$ cat src/rtl/play_analyser_seq_uc.sv
// play_analyser_seq_uc: control unit for the play analyser.
// Buffers one pending request per player, grants them round-robin, then runs
// register -> compare -> send MSG_LEN report chars over the tx block -> pronto.
// Optional feature macro: TX_WATCHDOG_EN (abort to ERRO if pronto_tx never comes).
//
// Handshake: button_activation[i] is a fire-and-forget request pulse, held in
// pending until player i is granted; partida_tx is a one-cycle start per char
// and pronto_tx is its one-cycle completion, honoured only while waiting (AGUARDA).
module play_analyser_seq_uc #(
  parameter int N_PLAYERS      = 2,
  parameter int MSG_LEN        = 8,
  parameter int TIMEOUT_CYCLES = 50000,
  localparam int CW = (MSG_LEN > 1) ? $clog2(MSG_LEN) : 1,
  localparam int PW = (N_PLAYERS > 1) ? $clog2(N_PLAYERS) : 1
) (
  input  logic                 clock,
  input  logic                 reset_n,
  input  logic [N_PLAYERS-1:0] button_activation,
  input  logic                 pronto_tx,
  output logic                 zera,
  output logic                 reg_jogada,
  output logic                 reg_comp,
  output logic                 partida_tx,
  output logic                 pronto_comparacao,
  output logic [CW-1:0]        char_idx,
  output logic [PW-1:0]        player_sel,
  output logic                 busy,
  output logic                 pronto,
  output logic                 erro_tx
);

  typedef enum logic [2:0] {
    INICIAL  = 3'd0,
    REGISTRA = 3'd1,
    COMPARA  = 3'd2,
    ENVIA    = 3'd3,
    AGUARDA  = 3'd4,
    PROXIMO  = 3'd5,
    PRONTO   = 3'd6,
    ERRO     = 3'd7
  } state_t;

  state_t               state;
  state_t               state_next;
  logic [N_PLAYERS-1:0] pending;
  logic [N_PLAYERS-1:0] req;
  logic [N_PLAYERS-1:0] grant_mask;
  logic [PW-1:0]        rr;
  logic [PW-1:0]        rr_next;
  logic [PW-1:0]        grant_idx;
  logic                 grant_valid;
  logic                 take;
  logic                 last_char;
  logic                 wdog_expired;

  assign last_char = (char_idx == CW'(MSG_LEN - 1));
  assign take      = (state == INICIAL) && grant_valid;

`ifdef TX_WATCHDOG_EN
  localparam int TW = (TIMEOUT_CYCLES > 1) ? $clog2(TIMEOUT_CYCLES) : 1;
  logic [TW-1:0] wdog;

  // Watchdog: zero outside AGUARDA, so it starts at 0 on every entry.
  always_ff @(posedge clock or negedge reset_n) begin
    if (!reset_n)               wdog <= '0;
    else if (state == AGUARDA)  wdog <= wdog + TW'(1);
    else                        wdog <= '0;
  end

  assign wdog_expired = (wdog == TW'(TIMEOUT_CYCLES - 1));
`else
  assign wdog_expired = 1'b0;

  // The timeout only matters to the watchdog build; this block just anchors it.
  if (TIMEOUT_CYCLES < 1) begin : g_timeout_unused
  end
`endif

  // Round-robin search over pending plus same-cycle pulses, starting at rr.
  always_comb begin
    req         = pending | button_activation;
    grant_valid = 1'b0;
    grant_idx   = '0;
    grant_mask  = '0;
    rr_next     = rr;
    for (int k = 0; k < N_PLAYERS; k++) begin
      int idx;
      int nxt;
      idx = (int'(rr) + k) % N_PLAYERS;
      nxt = (idx + 1) % N_PLAYERS;
      if (!grant_valid && req[idx[PW-1:0]]) begin
        grant_valid                = 1'b1;
        grant_idx                  = idx[PW-1:0];
        grant_mask[idx[PW-1:0]]    = 1'b1;
        rr_next                    = nxt[PW-1:0];
      end
    end
  end

  // Next-state logic and Moore output decode.
  always_comb begin
    state_next        = state;
    zera              = 1'b0;
    reg_jogada        = 1'b0;
    reg_comp          = 1'b0;
    partida_tx        = 1'b0;
    pronto_comparacao = 1'b0;
    pronto            = 1'b0;
    erro_tx           = 1'b0;
    case (state)
      INICIAL: begin
        zera = 1'b1;
        if (grant_valid) state_next = REGISTRA;
      end
      REGISTRA: begin
        reg_jogada = 1'b1;
        state_next = COMPARA;
      end
      COMPARA: begin
        reg_comp   = 1'b1;
        state_next = ENVIA;
      end
      ENVIA: begin
        partida_tx        = 1'b1;
        pronto_comparacao = 1'b1;
        state_next        = AGUARDA;
      end
      AGUARDA: begin
        pronto_comparacao = 1'b1;
        // A completion on the terminal watchdog count still wins.
        if (pronto_tx)         state_next = last_char ? PRONTO : PROXIMO;
        else if (wdog_expired) state_next = ERRO;
      end
      PROXIMO: begin
        pronto_comparacao = 1'b1;
        state_next        = ENVIA;
      end
      PRONTO: begin
        pronto_comparacao = 1'b1;
        pronto            = 1'b1;
        state_next        = INICIAL;
      end
      ERRO: begin
`ifdef TX_WATCHDOG_EN
        erro_tx = 1'b1;
`endif
        state_next = INICIAL;
      end
      default: state_next = INICIAL;
    endcase
  end

  assign busy = (state != INICIAL);

  // State register.
  always_ff @(posedge clock or negedge reset_n) begin
    if (!reset_n) state <= INICIAL;
    else          state <= state_next;
  end

  // Pending requests, rr pointer, granted player and char index.
  always_ff @(posedge clock or negedge reset_n) begin
    if (!reset_n) begin
      pending    <= '0;
      rr         <= '0;
      player_sel <= '0;
      char_idx   <= '0;
    end else begin
      // Grant clears its bit even if the same player pulses again this cycle.
      pending <= (pending | button_activation) & ~(take ? grant_mask : '0);
      if (take) begin
        player_sel <= grant_idx;
        rr         <= rr_next;
        char_idx   <= '0;
      end else if (state == PROXIMO) begin
        char_idx <= char_idx + CW'(1);
      end else if (state == PRONTO || state == ERRO) begin
        char_idx <= '0;
      end
    end
  end

endmodule
$ cat config.mk
export PLATFORM = sky130hd
export DESIGN_NAME = play_analyser_seq_uc
export DESIGN_NICKNAME = d
export VERILOG_FILES = /design/src/rtl/play_analyser_seq_uc.sv
export SDC_FILE = /design/constraint.sdc
export NUM_CORES = 1
export LEC_CHECK = 0
export BUFFER_PORTS_ARGS = -buffer_cell sky130_fd_sc_hd__buf_2
export CAP_MARGIN = 10
export CORE_MARGIN = 2
export CORE_UTILIZATION = 45
export DETAILED_ROUTE_END_ITERATION = 6
export PLACE_DENSITY_LB_ADDON = 0.15
export SLEW_MARGIN = 0
export SYNTH_ARGS = -nofsm -noshare
export SYNTH_HDL_FRONTEND = slang
export SYNTH_SLANG_ARGS = --single-unit
$ cat constraint.sdc
create_clock -name clock -period 1.6 [get_ports clock]
set_clock_uncertainty 0.15 [all_clocks]
set_input_delay 0.08 -clock clock [delete_from_list [all_inputs] [get_ports clock]]
set_output_delay 0.08 -clock clock [all_outputs]
set_load 0.01 [all_outputs]
==> results.md <==
Pwr:
- The internal power is 835 uW.
- The part of the power in registers is 0.364.
- The share of total power dissipated in combinational logic is 0.520.
- The total power per unit cell area is 2000 nW/um^2.
- The leakage power figure is 0.335 nW.
- Across the VDD grid, the largest voltage drop is 0.000901 V.
- The switching fraction of total power is 0.429.
- Summed over all nets, the switching power comes to 628 uW.
- Of the total power, the clock network draws 0.116.

Synthesis:
- Synthesis inferred 10 register bits.
- After synthesis the cells add up to 597 um^2.
- The share of synthesized area in the top cell type comes to 0.419.
- The sequential share of the synthesized area is 0.419.
- The library cell occupying the most area in the post-synthesis netlist is sky130_fd_sc_hd__dfrtp_1.
- Dividing the synthesized area by the synthesized cell count gives 10.5 um^2.
- The synthesized design contains 0 enable-type register cells.
- The number of nets handed over by synthesis was 64.
- The netlist uses 30 different library cells.
- The Yosys step of the flow raised 0 warnings.
- The count of mapped cells out of synthesis is 57.
- Yosys attributes the largest share of cell area to sky130_fd_sc_hd__dfrtp_1, sky130_fd_sc_hd__a2111oi_4, sky130_fd_sc_hd__a21oi_1.
- The share of flip-flops with an asynchronous set or reset is 1.00.
- Yosys instantiated no cell more often than sky130_fd_sc_hd__dfrtp_1.
- In the synthesized netlist, the cells that appear most often are sky130_fd_sc_hd__dfrtp_1, sky130_fd_sc_hd__a21oi_1, sky130_fd_sc_hd__nor2_1, sky130_fd_sc_hd__o21ai_1, sky130_fd_sc_hd__o21a_1.
- The most used flip-flop cell after synthesis is sky130_fd_sc_hd__dfrtp_1.

Drt:
- The length of the first detailed-routing pass in iterations is 4.
- The number of nets still failing antenna checks after routing is 0.
- The violation count after the first detailed-route iteration is 12.
- The detailed-route wire length per cell is 12.2 um.
- The uppermost layer routed is met4.
- The total vias in the final route is 475.
- In the routed layout, each cell is associated on average with a via count of 5.22.
- The met3 wirelength from detailed routing is 31 um.
- The post-detailed-route DRC marker count is 0.
- The total met2 wirelength after detailed routing is 521 um.
- Wires add up to 1110 um.
- The detailed router put a total of 550 um of wire on met1.

Clocking:
- Buffers inserted during clock tree synthesis total 3.
- The TritonCTS clock tree is built.
- The clock insertion delay at the later pin of the skew report is 0.26 ns.
- Clock-pin slew was measured on the worst setup and hold paths at 0.07 ns.
- Once the clock tree was built, the setup fixing pass inserted 0 buffers.
- The master cell of the clock root buffer is sky130_fd_sc_hd__clkbuf_4.
- CTS built an H-tree with a depth of 1.
- The number of clock sinks is 10.
- The number of buffers on the longest clock path is 2.

Timing:
- The final total negative setup slack is 0 ns.
- The final hold slack is 0.0588 ns.
- The total setup violations reported at the end of the flow is 0.
- For the finished layout, the period the worst path requires is 1.52 ns.
- The number of max-slew violations in the final report came to 0.
- The number of hold violations in the final report is 0.
- Setup repair after global routing left no endpoint under its margin.
- Static timing analysis puts the maximum clock frequency at 0.659 GHz.
- Of the available clock period, the critical path in the final layout requires 0.948.

Final layout:
- The number of antenna repair diodes is 0.
- The share of layout cells above drive strength 1 is 0.368.
- Registers take 253 um^2.
- The combined area of the multi-input logic cells is 299 um^2.
- The post-layout utilization of the core is 0.576.
- The net count of the finished layout is 85.
- The cell area after layout is 731 um^2.
- The area overhead of the layout relative to synthesis is 22.4%.
- The fill cell instance count of the final layout is 125.

Worst setup path:
- The delay of the slowest critical-path stage is 0.48 ns.
- The slowest library cell on the worst path is sky130_fd_sc_hd__dfrtp_2.
- The required time of the critical path is 1.37 ns.
- In this run the worst setup path begins at state[0].
- STA puts the critical path data arrival time at 1.29 ns.
- The family of cells with the greatest summed delay on the critical path is flip-flops.
- The capture point of the worst reg-to-reg path is char_idx[2].
- The signal on the critical path passes through buf_4, nor3b_1, buf_2.
- STA classifies the critical path endpoint as an output pin.
- For the worst flop-to-flop path, the logic depth is 5.
- In this run the worst path has a maximum fanout of 10.
- The count of buffering cells on the critical path with inverters included is 2.
- Following the worst setup path forward leads to its endpoint at reg_jogada.
- The critical path crosses 3 cells after its start point.
- The startpoint of the worst register-to-register path is char_idx[0].
- In this run the register-to-register setup slack is 0.16 ns.
- The type of origin of the critical path is a flop.
- By startpoint and endpoint, the worst setup path is classified as reg2out.

Placement:
- Once detailed placement completed, the half-perimeter wirelength came to 832 um.
- The congestion estimate from routability-driven global placement came to 0.748.
- The count of buffers added on input and output ports is 15.
- Once placement finished, the instance area stood at 666 um^2.

Global routing:
- The number of global-route vias before repair is 391.
- The sum of overflow across all layers after global routing is 0.
- The initial antenna violation count came to 0.
- The total routing resource utilization after global routing is 0.169.
- The maximum number of pins on one net before global-route repair is 17.
- The first global-routing pass estimated 1750 um of wire.

Floorplanning:
- The number of placement rows is 13.
- Measured along the y axis, the die boundary spans 40.4 um.
- The die extent in x is 40.4 um.
- The initial utilization of the core area, before any placement, comes to 0.470.
- The total area inside the core boundary comes to 1270 um^2.
- The area of the die is 1630 um^2.
- In this run the count of I/O pins placed on the die edge is 17.

Worst hold path:
- The worst hold path belongs to the class in2async.

Run status:
- The flow ran to the end, and the final reports show no timing, DRC or antenna violations.

Job:
- The number of violations of the max-capacitance limit is 0.
[worst register-to-register path: cells and delay by family, from the launching register on]
family	cells	cell delay, ns
and+or+nand+nor	2	0.16
DFF	1	0.41
AOI/OAI and AO/OA	1	0.16
adders and majority gates	2	0.49
[layout by cell type, fill, tap and decap left out, types with 3 or more instances in the layout]
| cell type | n |
|---|---|
| sky130_fd_sc_hd__buf_2 | 15 |
| sky130_fd_sc_hd__a21oi_1 | 5 |
| sky130_fd_sc_hd__o21a_1 | 3 |
| sky130_fd_sc_hd__clkbuf_4 | 3 |
| sky130_fd_sc_hd__nor2_1 | 4 |
| sky130_fd_sc_hd__o21ai_1 | 4 |
| sky130_fd_sc_hd__dlygate4sd3_1 | 4 |
| sky130_fd_sc_hd__dfrtp_1 | 8 |
[layer usage]
metal	vias to the layer above	global-route usage
li1	243	-
met5	-	0
met2	5	0.218
met4	0	0.125
met3	2	0.0333
met1	225	0.240
[flip-flops by register name, indices dropped and copies added, names as in the netlist]
| name | flops |
|---|---|
| char_idx | 3 |
| pending | 2 |
| player_sel | 1 |
| rr | 1 |
| state | 3 |
[power by group through the flow]
stage | registers [mW] | clock network [mW] | logic (mW)
6_report | 0.532 | 0.170 | 0.761
5_1_grt | 0.551 | 0.189 | 0.855
4_1_cts | 0.527 | 0.178 | 0.772
3_5_place_dp | 0.528 | 0 | 0.766
3_3_place_gp | 0.528 | 0 | 0.760
2_1_floorplan | 0.499 | 0 | 0.604
[worst min-delay path by stage]
stage	slack (ns)	cells after the start	endpoint
5_1_grt	0.09	2	state[2]
3_5_place_dp	-0.19	1	rr
4_1_cts	0.06	2	state[2]
3_3_place_gp	-0.19	1	rr
2_1_floorplan	-0.37	0	char_idx[0]
6_report	0.06	2	state[2]
[cell families (layout without fill, tap and decap cells)]
logic type	count (synthesis)	in the layout	share of synthesized area
adder cells (fa/ha/maj)	2	2	0.0419
AND/OR/NAND/NOR	15	15	0.161
AO/OA/AOI/OAI	21	21	0.277
buffers and inverters	7	26	0.0797
XOR/XNOR	1	1	0.0147
flip-flops	10	10	0.419
other	1	1	0.00628
[timing repair]
item                       CTS  global route
hold buffers                 4             0
hold endpoints to repair    15             0
setup endpoints to repair    1             5
resized for setup            1             1
pin swaps                    0             0
[metrics by stage]
| stage | std cells | setup slack, ns | total power, mW |
|---|---|---|---|
| 6_report | 91 | 0.0827 | 1.46 |
| 5_1_grt | 91 | 0.0235 | 1.59 |
| 4_1_cts | 91 | 0.0281 | 1.48 |
| 3_5_place_dp | 84 | 0.152 | 1.29 |
| 3_3_place_gp | 84 | 0.165 | 1.29 |
| 2_1_floorplan | 57 | 0.187 | 1.10 |
[layout make-up]
type	instances	area share
clock buffers	3	0.0308
multi-input cells	40	0.409
well taps	15	0.0257
repair buffers	21	0.178
flip-flops and latches	10	0.346
inverters	2	0.0103
Power figures use the tool's default switching activity.
